$ cat config.mk
export PLATFORM = sky130hd
export DESIGN_NAME = instruction_fetch
export DESIGN_NICKNAME = d
export VERILOG_FILES = /design/src/rtl/rv_pkg.sv /design/src/rtl/fetch_queue.sv /design/src/rtl/instruction_fetch.sv
export SDC_FILE = /design/constraint.sdc
export NUM_CORES = 1
export LEC_CHECK = 0
export ABC_AREA = 0
export CAP_MARGIN = 20
export CELL_PAD_IN_SITES_DETAIL_PLACEMENT = 0
export CELL_PAD_IN_SITES_GLOBAL_PLACEMENT = 2
export CORE_ASPECT_RATIO = 1.1
export CORE_MARGIN = 2
export CORE_UTILIZATION = 25
export CTS_CLUSTER_SIZE = 20
export DETAILED_ROUTE_END_ITERATION = 12
export PLACE_DENSITY = 0.62
export SLEW_MARGIN = 5
export SYNTH_ARGS = -nofsm -noshare
export SYNTH_HDL_FRONTEND = slang
export SYNTH_HIERARCHICAL = 1
export SYNTH_SLANG_ARGS = --single-unit
$ cat constraint.sdc
create_clock -name clk -period 7.85 [get_ports clk]
set_input_delay 1.9625 -clock clk [delete_from_list [all_inputs] [get_ports clk]]
set_output_delay 1.9625 -clock clk [all_outputs]
set_load 0.05 [all_outputs]
$ cat src/rtl/rv_pkg.sv
// Shared RV32 front-end definitions.
// Holds the machine word width, the canonical NOP encoding, the default reset
// PC, the base opcode map used by both instruction_fetch and
// instruction_decoder, and the fetch queue entry layout.
package rv_pkg;

  localparam int unsigned XLEN = 32;

  localparam logic [XLEN-1:0] NOP_INSTR        = 32'h0000_0013;  // addi x0, x0, 0
  localparam logic [XLEN-1:0] RESET_PC_DEFAULT = 32'h0000_0000;

  // Base opcode map (instr[6:0])
  localparam logic [6:0] OPC_R     = 7'b0110011;
  localparam logic [6:0] OPC_I     = 7'b0010011;
  localparam logic [6:0] OPC_LOAD  = 7'b0000011;
  localparam logic [6:0] OPC_S     = 7'b0100011;
  localparam logic [6:0] OPC_B     = 7'b1100011;
  localparam logic [6:0] OPC_JAL   = 7'b1101111;
  localparam logic [6:0] OPC_JALR  = 7'b1100111;
  localparam logic [6:0] OPC_LUI   = 7'b0110111;
  localparam logic [6:0] OPC_AUIPC = 7'b0010111;

  // One buffered fetch result as handed to the decoder.
  typedef struct packed {
    logic [XLEN-1:0] instr;
    logic [XLEN-1:0] pc;
  } fetch_entry_t;

endpackage

$ cat src/rtl/fetch_queue.sv
// Small synchronous FIFO with registered storage.
// Ports:
//   clk, reset   rising-edge clock, synchronous active-high reset
//   flush        empties the queue; dominates push and pop
//   push/push_data  write one entry (caller guarantees no overflow)
//   pop          drop the head entry; ignored while empty
//   count/empty/full  occupancy status
//   head         current head entry (undefined while empty)
// Push and pop in the same cycle are legal at any occupancy, including full.
module fetch_queue #(
  parameter int unsigned DEPTH = 2,
  parameter int unsigned WIDTH = 64,
  localparam int unsigned PTR_W = $clog2(DEPTH),
  localparam int unsigned CNT_W = PTR_W + 1
) (
  input  logic             clk,
  input  logic             reset,
  input  logic             flush,
  input  logic             push,
  input  logic [WIDTH-1:0] push_data,
  input  logic             pop,
  output logic [CNT_W-1:0] count,
  output logic             empty,
  output logic             full,
  output logic [WIDTH-1:0] head
);

  logic [WIDTH-1:0] mem [DEPTH];
  logic [PTR_W-1:0] wr_ptr_q, rd_ptr_q;
  logic [CNT_W-1:0] count_q, count_d;
  logic             push_en, pop_en;

  assign empty   = (count_q == '0);
  assign full    = (count_q == CNT_W'(DEPTH));
  assign count   = count_q;
  assign head    = mem[rd_ptr_q];
  assign push_en = push & ~flush & ~reset;
  assign pop_en  = pop & ~empty & ~flush & ~reset;

  always_comb begin
    count_d = count_q;
    if (push_en && !pop_en) begin
      count_d = count_q + 1'b1;
    end else if (!push_en && pop_en) begin
      count_d = count_q - 1'b1;
    end
  end

  // DEPTH is a power of two, so pointers wrap naturally.
  always_ff @(posedge clk) begin
    if (reset || flush) begin
      wr_ptr_q <= '0;
      rd_ptr_q <= '0;
      count_q  <= '0;
    end else begin
      if (push_en) wr_ptr_q <= wr_ptr_q + 1'b1;
      if (pop_en)  rd_ptr_q <= rd_ptr_q + 1'b1;
      count_q <= count_d;
    end
  end

  // When full, the write slot equals the head slot being popped in the same cycle.
  always_ff @(posedge clk) begin
    if (push_en) begin
      mem[wr_ptr_q] <= push_data;
    end
  end

endmodule

$ cat src/rtl/instruction_fetch.sv
// Instruction fetch front end.
// Keeps the fetch PC, issues word requests to instruction memory under a
// credit limit (buffered + outstanding <= DEPTH), buffers responses in order and
// hands {instruction, inst_pc} to the decoder with a valid/ready handshake.
// A single-cycle redirect reloads the PC, flushes the buffer and arranges for
// every response still in flight to be discarded.
// Ports:
//   clk, reset                          clock, synchronous active-high reset
//   imem_req/imem_addr/imem_gnt         request channel (handshake = req & gnt)
//   imem_rvalid/imem_rdata              in-order response channel
//   redirect_valid/redirect_pc          PC redirect (bits [1:0] ignored)
//   inst_valid/inst_ready               decoder handshake
//   instruction/inst_pc                 queue head word and its PC
module instruction_fetch
  import rv_pkg::*;
#(
  parameter logic [31:0] RESET_PC = RESET_PC_DEFAULT,
  parameter int unsigned DEPTH    = 2
) (
  input  logic        clk,
  input  logic        reset,
  output logic        imem_req,
  output logic [31:0] imem_addr,
  input  logic        imem_gnt,
  input  logic        imem_rvalid,
  input  logic [31:0] imem_rdata,
  input  logic        redirect_valid,
  input  logic [31:0] redirect_pc,
  output logic        inst_valid,
  input  logic        inst_ready,
  output logic [31:0] instruction,
  output logic [31:0] inst_pc
);

  localparam int unsigned CNT_W = $clog2(DEPTH) + 1;
  localparam int unsigned INF_W = CNT_W + 1;

  logic [31:0]      fetch_pc_q, fetch_pc_d;
  logic [CNT_W-1:0] drop_cnt_q, drop_cnt_d;

  logic [CNT_W-1:0] inst_count, outstanding;
  logic             inst_empty, inst_full, tag_empty, tag_full;
  logic [31:0]      tag_head;
  fetch_entry_t     push_entry, head_entry;
  logic [INF_W-1:0] inflight;
  logic             handshake, resp_keep, pop;

  // Credit check uses registered occupancy only, so imem_req has no path from gnt/rvalid.
  assign inflight  = {1'b0, inst_count} + {1'b0, outstanding};
  assign imem_req  = ~reset & ~redirect_valid & (inflight < INF_W'(DEPTH));
  assign imem_addr = fetch_pc_q;
  assign handshake = imem_req & imem_gnt;

  // Responses are dropped while stale ones drain, and in the redirect cycle itself.
  assign resp_keep = imem_rvalid & (drop_cnt_q == '0) & ~redirect_valid;

  assign push_entry.instr = imem_rdata;
  assign push_entry.pc    = tag_head;

  assign inst_valid  = ~inst_empty;
  assign pop         = inst_valid & inst_ready;
  assign instruction = inst_valid ? head_entry.instr : NOP_INSTR;
  assign inst_pc     = inst_valid ? head_entry.pc : 32'h0;

  // PC of every outstanding request, in issue order. Never flushed by a redirect:
  // its occupancy is the outstanding count, and dropped responses still pop it.
  fetch_queue #(
    .DEPTH (DEPTH),
    .WIDTH (32)
  ) u_tag_q (
    .clk       (clk),
    .reset     (reset),
    .flush     (1'b0),
    .push      (handshake),
    .push_data (fetch_pc_q),
    .pop       (imem_rvalid),
    .count     (outstanding),
    .empty     (tag_empty),
    .full      (tag_full),
    .head      (tag_head)
  );

  fetch_queue #(
    .DEPTH (DEPTH),
    .WIDTH (64)
  ) u_inst_q (
    .clk       (clk),
    .reset     (reset),
    .flush     (redirect_valid),
    .push      (resp_keep),
    .push_data (push_entry),
    .pop       (pop),
    .count     (inst_count),
    .empty     (inst_empty),
    .full      (inst_full),
    .head      (head_entry)
  );

  always_comb begin
    fetch_pc_d = fetch_pc_q;
    drop_cnt_d = drop_cnt_q;
    if (redirect_valid) begin
      fetch_pc_d = redirect_pc & 32'hFFFF_FFFC;
      // No request issues this cycle; everything left after it is stale.
      drop_cnt_d = outstanding - CNT_W'(imem_rvalid);
    end else begin
      if (handshake) begin
        fetch_pc_d = fetch_pc_q + 32'd4;
      end
      if (imem_rvalid && (drop_cnt_q != '0)) begin
        drop_cnt_d = drop_cnt_q - 1'b1;
      end
    end
  end

  always_ff @(posedge clk) begin
    if (reset) begin
      fetch_pc_q <= RESET_PC;
      drop_cnt_q <= '0;
    end else begin
      fetch_pc_q <= fetch_pc_d;
      drop_cnt_q <= drop_cnt_d;
    end
  end

  a_count_bound : assert property (@(posedge clk) disable iff (reset)
    inst_count <= CNT_W'(DEPTH));
  a_credit_bound : assert property (@(posedge clk) disable iff (reset)
    inflight <= INF_W'(DEPTH));
  a_no_orphan_rsp : assert property (@(posedge clk) disable iff (reset)
    imem_rvalid |-> !tag_empty);
  a_no_tag_overflow : assert property (@(posedge clk) disable iff (reset)
    handshake |-> !tag_full);
  a_no_inst_overflow : assert property (@(posedge clk) disable iff (reset)
    (resp_keep && inst_full) |-> pop);
  a_addr_aligned : assert property (@(posedge clk) disable iff (reset)
    imem_addr[1:0] == 2'b00);

endmodule
== Yosys cells after proc, flatten, opt, wreduce, memory -nomap -nowiden ==
Memory sizes are Yosys's and may differ from the RTL's. A register that Yosys moved wholly into a read port is not among the register bits.
Index checks and enable logic that the tools add are counted.

* Multiply operators: 0
* Divide/modulo/power cells: 0
* Bitwise gates (word level): 18
* Reductions and logical operators: 19
* Shift operators: 0
* Equality and inequality tests: 0
* $add $sub $neg: 12
* Magnitude comparators: 1
* Multiplexer cells: 18

{| class="wikitable"
|+ Operators with widths
! kind !! number
|-
| $mux W32 || 4
|-
| $add A32 B3 Y32 const B || 1
|-
| $and A1 B1 Y1 || 14
|-
| $mux W2 || 6
|-
| $reduce_bool A2 Y1 || 5
|-
| $mux W1 || 8
|-
| $logic_not A2 Y1 || 3
|-
| $sub A2 B1 Y2 const B || 3
|-
| $logic_and A1 B1 Y1 || 5
|-
| $add A1 B1 Y1 const B || 4
|-
| $add A2 B1 Y2 const B || 2
|-
| $logic_not A1 Y1 || 4
|-
| $not A1 Y1 || 4
|-
| $add A2 B2 Y3 || 1
|-
| $lt A3 B2 Y1 const B || 1
|-
| $reduce_or A2 Y1 || 1
|-
| $sub A2 B1 Y2 || 1
|-
| $logic_or A1 B1 Y1 || 1
|}

* Word-level logic and storage cells: 79
* Input port bits: 70
* RAM bits: 192
* Bits in registers: 42
* ROM bits: 0
* Latch bits: 0
* Output and inout port bits: 98
* Memories: 2

{| class="wikitable"
|+ Memories
! name !! words !! bits a word !! read ports !! clocked after Yosys merged registers in !! write ports !! RTL line !! text
|-
| u_inst_q.mem || 2 || 64 || 1 || 1 || 1 || fetch_queue.sv:28 || <nowiki>logic [WIDTH-1:0] mem [DEPTH];</nowiki>
|-
| u_tag_q.mem || 2 || 32 || 1 || 1 || 1 || fetch_queue.sv:28 ||
|}

== Depth between registers and ports, before layout ==
Gate-level depths: netlist of the first run.

* Word-level depth: 9
* Depth in mapped cells: 11

== Modules after synthesis ==
Netlist of the first run, hierarchy kept.

{| class="wikitable"
|+ By module, submodules not included
! module !! cells each !! seq. area each (µm²) !! times used !! area an instance (µm²)
|-
| fetch_queue at u_inst_q || 224 || 3943.8 || 1 || 4872.2
|-
| fetch_queue at u_tag_q || 125 || 2021.9 || 1 || 2542.4
|-
| instruction_fetch || 328 || 640.6 || 1 || 2467.4
|}

== Least setup slack after synthesis of the first run ==
Ideal clock, no wire load.

* Kind: input -> register
* Start point: input redirect_valid
* End point: memory u_inst_q.mem[0][0], enable pin
* Setup time: 494 ps
* Path slack: 1605 ps
* Stages on the path: 6
* Arrival time: 5751 ps
* Required time: 7356 ps
* Path buffers: 2
* Path through: clkbuf_1 inv_2 clkbuf_1 and3_1 and2_1 nor2b_1

* Word-level cells in the longest chain between the ends: 6

{| class="wikitable"
|+ Ends and longest elaborated chain
! item !! RTL line !! text
|-
| from (decl) || instruction_fetch.sv:27 || <nowiki>input logic redirect_valid,</nowiki>
|-
| $not A1 Y1 || instruction_fetch.sv:55 || <nowiki>assign resp_keep = imem_rvalid & (drop_cnt_q == '0) & ~redirect_valid;</nowiki>
|-
| $and A1 B1 Y1 || instruction_fetch.sv:55 ||
|-
| net resp_keep || instruction_fetch.sv:46 || <nowiki>logic handshake, resp_keep, pop;</nowiki>
|-
| $and A1 B1 Y1 (2 in series) || fetch_queue.sv:37 || <nowiki>assign push_en = push & ~flush & ~reset;</nowiki>
|-
| net u_inst_q.push_en || fetch_queue.sv:31 || <nowiki>logic push_en, pop_en;</nowiki>
|-
| $mux W1 || fetch_queue.sv:64 || <nowiki>if (push_en) begin</nowiki>
|-
| $mux W1 (not written as such) || fetch_queue.sv:65 || <nowiki>mem[wr_ptr_q] <= push_data;</nowiki>
|-
| to (decl) || fetch_queue.sv:28 ||
|}

The timed path passes the listed nets, and every way through them passes these cells.

== Worst setup path in the final report of the first run ==
* Start point: input redirect_valid
* End point: output imem_req

* Word-level cells in the longest chain between the ends: 3

{| class="wikitable"
|+ Ends and longest elaborated chain
! item !! RTL line !! text
|-
| $not A1 Y1 || instruction_fetch.sv:50 || <nowiki>assign imem_req = ~reset & ~redirect_valid & (inflight < INF_W'(DEPTH));</nowiki>
|-
| $and A1 B1 Y1 (2 in series) || instruction_fetch.sv:50 ||
|-
| to (decl) || instruction_fetch.sv:22 || <nowiki>output logic imem_req,</nowiki>
|}

Every way passes these cells.

==> flow_summary_export.csv, run 1 <==
group,metric,value,unit
place,dp.cells,1329,
clocking,cts_made_buffers,26,
sta,setup_violations,0,
sta,fmax,0.169,GHz
detailed_routing,firstDrtPassIters,4,
clocking,cts_setup_buffers,0,
finish,fill_cells,3850,
finish,final_core_util,0.334,
finish,syn2layout_area_growth,32.4,%
worst_setup_path,critPathLaunchType,"input pin",
place,dp_hpwl,15.5,mm
worst_setup_path,rr_startpoint,"u_inst_q/count[0]$_SDFFE_PP0P_",
sta,final.setup.tns,0,ns
clocking,clock_latency,0.53,ns
flow_run,timing.max_cap.violations,0,
min_path,hold_path.class,"register to register",
place,placed_area,12100,sq um
sta,rsz0062_at_grt,"no",
finish,final_cells,1377,
sta,maxSlewHeadroom,0.305,
worst_setup_path,crit_slowest_cell,"clkdlybuf4s50_1",
clocking,cts.sinks,234,
floorplan,die-height,212,microns
detailed_routing,vias,6035,
floorplan,start_util,0.252,
sta,holdWs,0.558,ns
sta,post-route-period-util,0.755,
synth,ys_warn_count,6,
place,io_buffers,163,
worst_setup_path,crit_top_cell,"clkdlybuf4s50_1",
clocking,hold_buffers,0,
global_route,antenna_found_initial,0,
worst_setup_path,crit_cells,4,
power,leakagePower,4.14,nW
worst_setup_path,crit_buf_inv,3,
sta,layout_setup_ws,1.92,ns
global_route,grt_pass1_wl,37.6,mm
worst_setup_path,worstPathRequired,5.89,ns
synth,syn_area,9860,sq um
global_route,overflow,0,
clocking,cts_tree,"done",
floorplan,core.rowCount,76,
worst_setup_path,crit_path_end_kind,"output pin",
finish,num-nets-final,926,
floorplan,core_area,39100,sq um
detailed_routing,drc,0,
global_route,grt_pass1_vias,6260,
detailed_routing,wl,24.3,mm
sta,fin_skew,0.0123,ns
global_route,grt_max_degree,67,
worst_setup_path,crit_arrival,3.96,ns
floorplan,die_w,193,microns
clocking,cts-htree-levels,1,
detailed_routing,drt_iter0_drc,234,
floorplan,die_area,41000,sq um
finish,design_area,13100,sq um
place,dp_slack,1.94,ns
worst_setup_path,path_max_fanout,23,
clocking,clk_pin_slew_worst_paths,0.06,ns
sta,tightest_slew,1.04,ns
sta,finalHoldViolations,0,
global_route,track_usage,0.118,
finish,n_antenna_cell,0,
power,finalPower,2.98,mW
detailed_routing,vias_per_cell,4.38,
synth,synth_cells,674,
run_status,status,"complete, no violations",
worst_setup_path,path_class,"input pin to output pin",
finish,drive_above_1_share,0.178,
detailed_routing,routedWlPerCell,17.6,microns
detailed_routing,final_antenna_net_count,0,
floorplan,io_pins,168,
power,irDropWorstVdd,0.152,mV
worst_setup_path,crit_family,"buffers and inverters",
synth,syn_area_per_cell,14.6,sq um
min_path,hp-start,"u_tag_q/mem[0][30]$_DFFE_PP_",
worst_setup_path,crit_path_cell_trace,"clkdlybuf4s50_1 -> buf_4 -> nor4_1 -> clkdlybuf4s50_1",
sta,maxSlewViolCount,0,
clocking,clockBufferDepth,3,
worst_setup_path,reg2reg_depth,8,
power,p_per_area,228,nW/um^2
clocking,clockRootBuffer,"clkbuf_16",
clocking,cts_resized,0,
sta,min_period,5.93,ns
place,gp_congestion,0.736,
worst_setup_path,cp_slowest_stage_delay,0.90,ns
worst_setup_path,crit_path_start,"redirect_valid",
min_path,holdPathStages,1,
==> where the power goes <==
group	total, mW	switching [mW]	internal, mW
logic	0.188	0.109	0.0787
registers	1.39	0.0326	1.36
clock network	1.40	0.484	0.911
==> flip-flops by register name, summed over array words and instances, names as in the netlist, named ones only <==
signal / count
u_inst_q/mem: 128
u_tag_q/mem: 64
imem_addr: 30
drop_cnt_q: 2
u_inst_q/count: 2
u_tag_q/count: 2
u_inst_q/rd_ptr_q: 1
u_inst_q/wr_ptr_q: 1
u_tag_q/rd_ptr_q: 1
u_tag_q/wr_ptr_q: 1
==> worst register-to-register path: cells and delay by family, from the launching register on <==
family                   cells  cell delay (ns)
flip-flops                   1             0.50
adder cells (fa/ha/maj)      1             0.47
buffers and inverters        2             0.55
AND/OR/NAND/NOR              5             1.90
==> per-layer routing <==
| layer | vias to the layer above | wire [microns] | GRT usage | share of wire |
|---|---|---|---|---|
| met5 | - | 0 | 0 | 0 |
| met4 | 0 | 503 | 0.0366 | 0.021 |
| met3 | 40 | 1330 | 0.0254 | 0.055 |
| met2 | 164 | 11100 | 0.191 | 0.46 |
| met1 | 2910 | 11400 | 0.159 | 0.47 |
| li1 | 2921 | - | - | - |
==> cell usage in the layout, fill, tap and decap left out, drive strengths merged, types with 4 or more instances in the layout <==
cell type	count
nand2	13
mux2	96
and2	4
nor3	14
nand4	11
xnor2	10
a311oi	15
o21ai	10
nor2b	64
or4	17
and3	6
a211oi	13
dfxtp	42
o31ai	9
or3	10
or2	4
nand3	16
buf	9
nor2	30
nor4	5
clkbuf	34
clkinv	5
edfxtp	192
bufinv	8
inv	15
ha	5
o211ai	5
conb	12
clkdlybuf4s50	163
and4	5
xor2	10
==> area by class of cell <==
| cell class | count | area (sq um) | area share |
|---|---|---|---|
| clock inverter | 14 | 279 | 0.0214 |
| timing repair buffer | 172 | 1700 | 0.130 |
| inverter | 14 | 52.6 | 0.00402 |
| tap | 507 | 634 | 0.0486 |
| multi-input combinational | 402 | 3070 | 0.235 |
| clock buffer | 34 | 722 | 0.0553 |
| sequential | 234 | 6610 | 0.506 |
==> final timing paths <==
check                                   to  slack, ns
max                               imem_req       1.92
min          u_inst_q/mem[0][30]$_DFFE_PP_       0.56
max reg2reg   u_tag_q/mem[0][31]$_DFFE_PP_       4.03
min reg2reg  u_inst_q/mem[0][30]$_DFFE_PP_       0.56
Note: power is estimated with default switching activity, not from simulation.
==> run 2, diff against run 1 <==
==> constraint.sdc (replaced) <==
create_clock -name clk -period 5.55 [get_ports clk]
set_input_delay 1.3875 -clock clk [delete_from_list [all_inputs] [get_ports clk]]
set_output_delay 1.3875 -clock clk [all_outputs]
set_load 0.05 [all_outputs]
==> flow_summary_export.csv, run 2 (synthesized netlist as in run 1, its figures left out) <==
group,metric,value,unit
detailed_routing,vias,6034,
sta,tightest_slew,0.788,ns
global_route,grt_pass1_wl,37.8,mm
floorplan,die-height,212,microns
finish,largest_reg_flops,128,
floorplan,io_pins,168,
sta,maxSlewHeadroom,0.475,
floorplan,core.rowCount,76,
detailed_routing,wl_met3,1.17,mm
sta,maxSlewViolCount,0,
finish,num-nets-final,928,
finish,final_common_cell,"edfxtp_1",
power,finalPower,3.83,mW
finish,fill_cells,3915,
power,combPwrFrac,0.070,
sta,final.setup.tns,0,ns
min_path,hold_path.class,"register to register",
detailed_routing,drc,0,
finish,max_flop_register,"u_inst_q/mem",
clocking,cts.sinks,234,
clocking,cts_tree,"done",
global_route,grt_max_degree,65,
detailed_routing,firstDrtPassIters,4,
global_route,grt_pass1_vias,6233,
worst_setup_path,critPathLaunchType,"register",
sta,finalHoldViolations,0,
worst_setup_path,cp_slowest_stage_delay,0.83,ns
power,switching_share,0.229,
global_route,overflow,0,
power,p_per_area,297,nW/um^2
clocking,cts_made_buffers,26,
sta,layout_setup_ws,1.13,ns
worst_setup_path,worstPathRequired,4.16,ns
sta,rsz0062_at_grt,"no",
detailed_routing,final_antenna_net_count,0,
power,leakagePower,4.06,nW
place,io_buffers,163,
sta,fmax,0.226,GHz
finish,drive_above_1_share,0.179,
detailed_routing,routedWlPerCell,17.7,microns
floorplan,die_area,41000,sq um
clocking,clockBufferDepth,3,
floorplan,core_area,39100,sq um
sta,fin_skew,0.00874,ns
flow_run,timing.max_cap.violations,0,
power,p_int,2.95,mW
sta,min_period,4.42,ns
power,p_sw,878,uW
finish,syn2layout_area_growth,30.9,%
floorplan,die_w,193,microns
power,sequentialPowerShare,0.514,
global_route,antenna_found_initial,0,
sta,post-route-period-util,0.797,
place,dp_hpwl,15.8,mm
clocking,clk_pin_slew_worst_paths,0.06,ns
detailed_routing,drt_iter0_drc,224,
worst_setup_path,path_max_fanout,38,
worst_setup_path,crit_path_end_kind,"output pin",
power,p_clk_frac,0.416,
finish,layout_common_cells,"192 x edfxtp_1, 162 x clkdlybuf4s50_1, 94 x mux2_2, 62 x nor2b_1, 41 x dfxtp_1",
clocking,hold_buffers,0,
worst_setup_path,crit_arrival,3.03,ns
clocking,cts_setup_buffers,0,
clocking,cts-htree-levels,1,
power,irDropWorstVdd,0.183,mV
detailed_routing,wl_met2,11.7,mm
detailed_routing,vias_per_cell,4.37,
detailed_routing,wl,24.4,mm
clocking,cts_resized,0,
detailed_routing,routed.top_layer,"met4",
floorplan,start_util,0.252,
run_status,status,"complete, no violations",
place,dp_slack,1.39,ns
global_route,track_usage,0.119,
clocking,clock_latency,0.53,ns
sta,setup_violations,0,
worst_setup_path,crit_path_cell_trace,"buf_12 -> mux2_2 -> or2_2 -> clkdlybuf4s50_1",
sta,holdWs,0.555,ns
place,gp_congestion,0.729,
worst_setup_path,crit_slowest_cell,"dfxtp_2",
detailed_routing,wl_met1,11.1,mm
clocking,clockRootBuffer,"clkbuf_16",
worst_setup_path,path_class,"register to output pin",
## run 2: cell types whose count changed in the layout (fill, tap and decap cells not counted), sizes merged
cell,delta
buf,+3
bufinv,-8
clkdlybuf4s50,-1
clkinv,+7
clkinvlp,+2
diode,+1
inv,-1
## run 2: worst max-delay path, delay by kind of cell, from the launching register on
kind | cells | cell delay, ns
buf+inv | 2 | 1.04
flops | 1 | 0.83
mux | 1 | 0.36
simple gates | 1 | 0.27
## run 2: power groups by stage
stage	logic [mW]	clock network (mW)	registers, mW
6_report	0.268	1.59	1.97
5_1_grt	0.288	1.72	1.97
4_1_cts	0.273	1.65	1.97
3_5_place_dp	0.272	0	2.01
3_3_place_gp	0.270	0	2.00
2_1_floorplan	0.0974	0	2.04
## run 2: worst paths after layout
check                                                    start                            end  slack [ns]  cells after the start
worst min-delay path              u_tag_q/mem[0][30]$_DFFE_PP_  u_inst_q/mem[1][30]$_DFFE_PP_        0.55                      1
worst min register to register    u_tag_q/mem[0][30]$_DFFE_PP_  u_inst_q/mem[1][30]$_DFFE_PP_        0.55                      1
worst max-delay path                                  register                 instruction[0]        1.13                      4
worst max register to register  u_inst_q/count[0]$_SDFFE_PP0P_     imem_addr[25]$_SDFFE_PP0P_        2.14                      6
## run 2: layer usage
| metal | up-vias | global-route usage |
|---|---|---|
| met5 | - | 0 |
| met4 | 0 | 0.0374 |
| met3 | 31 | 0.0203 |
| met2 | 154 | 0.202 |
| met1 | 2928 | 0.156 |
| li1 | 2921 | - |
## run 2: layout make-up
class | instances | area [sq um] | area share
Inverter | 14 | 52.6 | 0.00407
Timing Repair Buffer | 174 | 1750 | 0.136
Sequential cell | 234 | 6610 | 0.512
Antenna cell | 1 | 2.50 | 0.000194
Clock inverter | 14 | 77.6 | 0.00601
Clock buffer | 34 | 722 | 0.0559
Multi-Input combinational cell | 402 | 3060 | 0.237
Tap cell | 507 | 634 | 0.0492
## run 2: through the flow
stage / cell area (sq um) / cells / utilization
2_1_floorplan: 9900 / 685 / -
3_3_place_gp: 12100 / 1331 / 0.310
3_5_place_dp: 12100 / 1331 / 0.310
4_1_cts: 12900 / 1379 / 0.330
5_1_grt: 12900 / 1379 / 0.330
6_report: 12900 / 1380 / 0.330
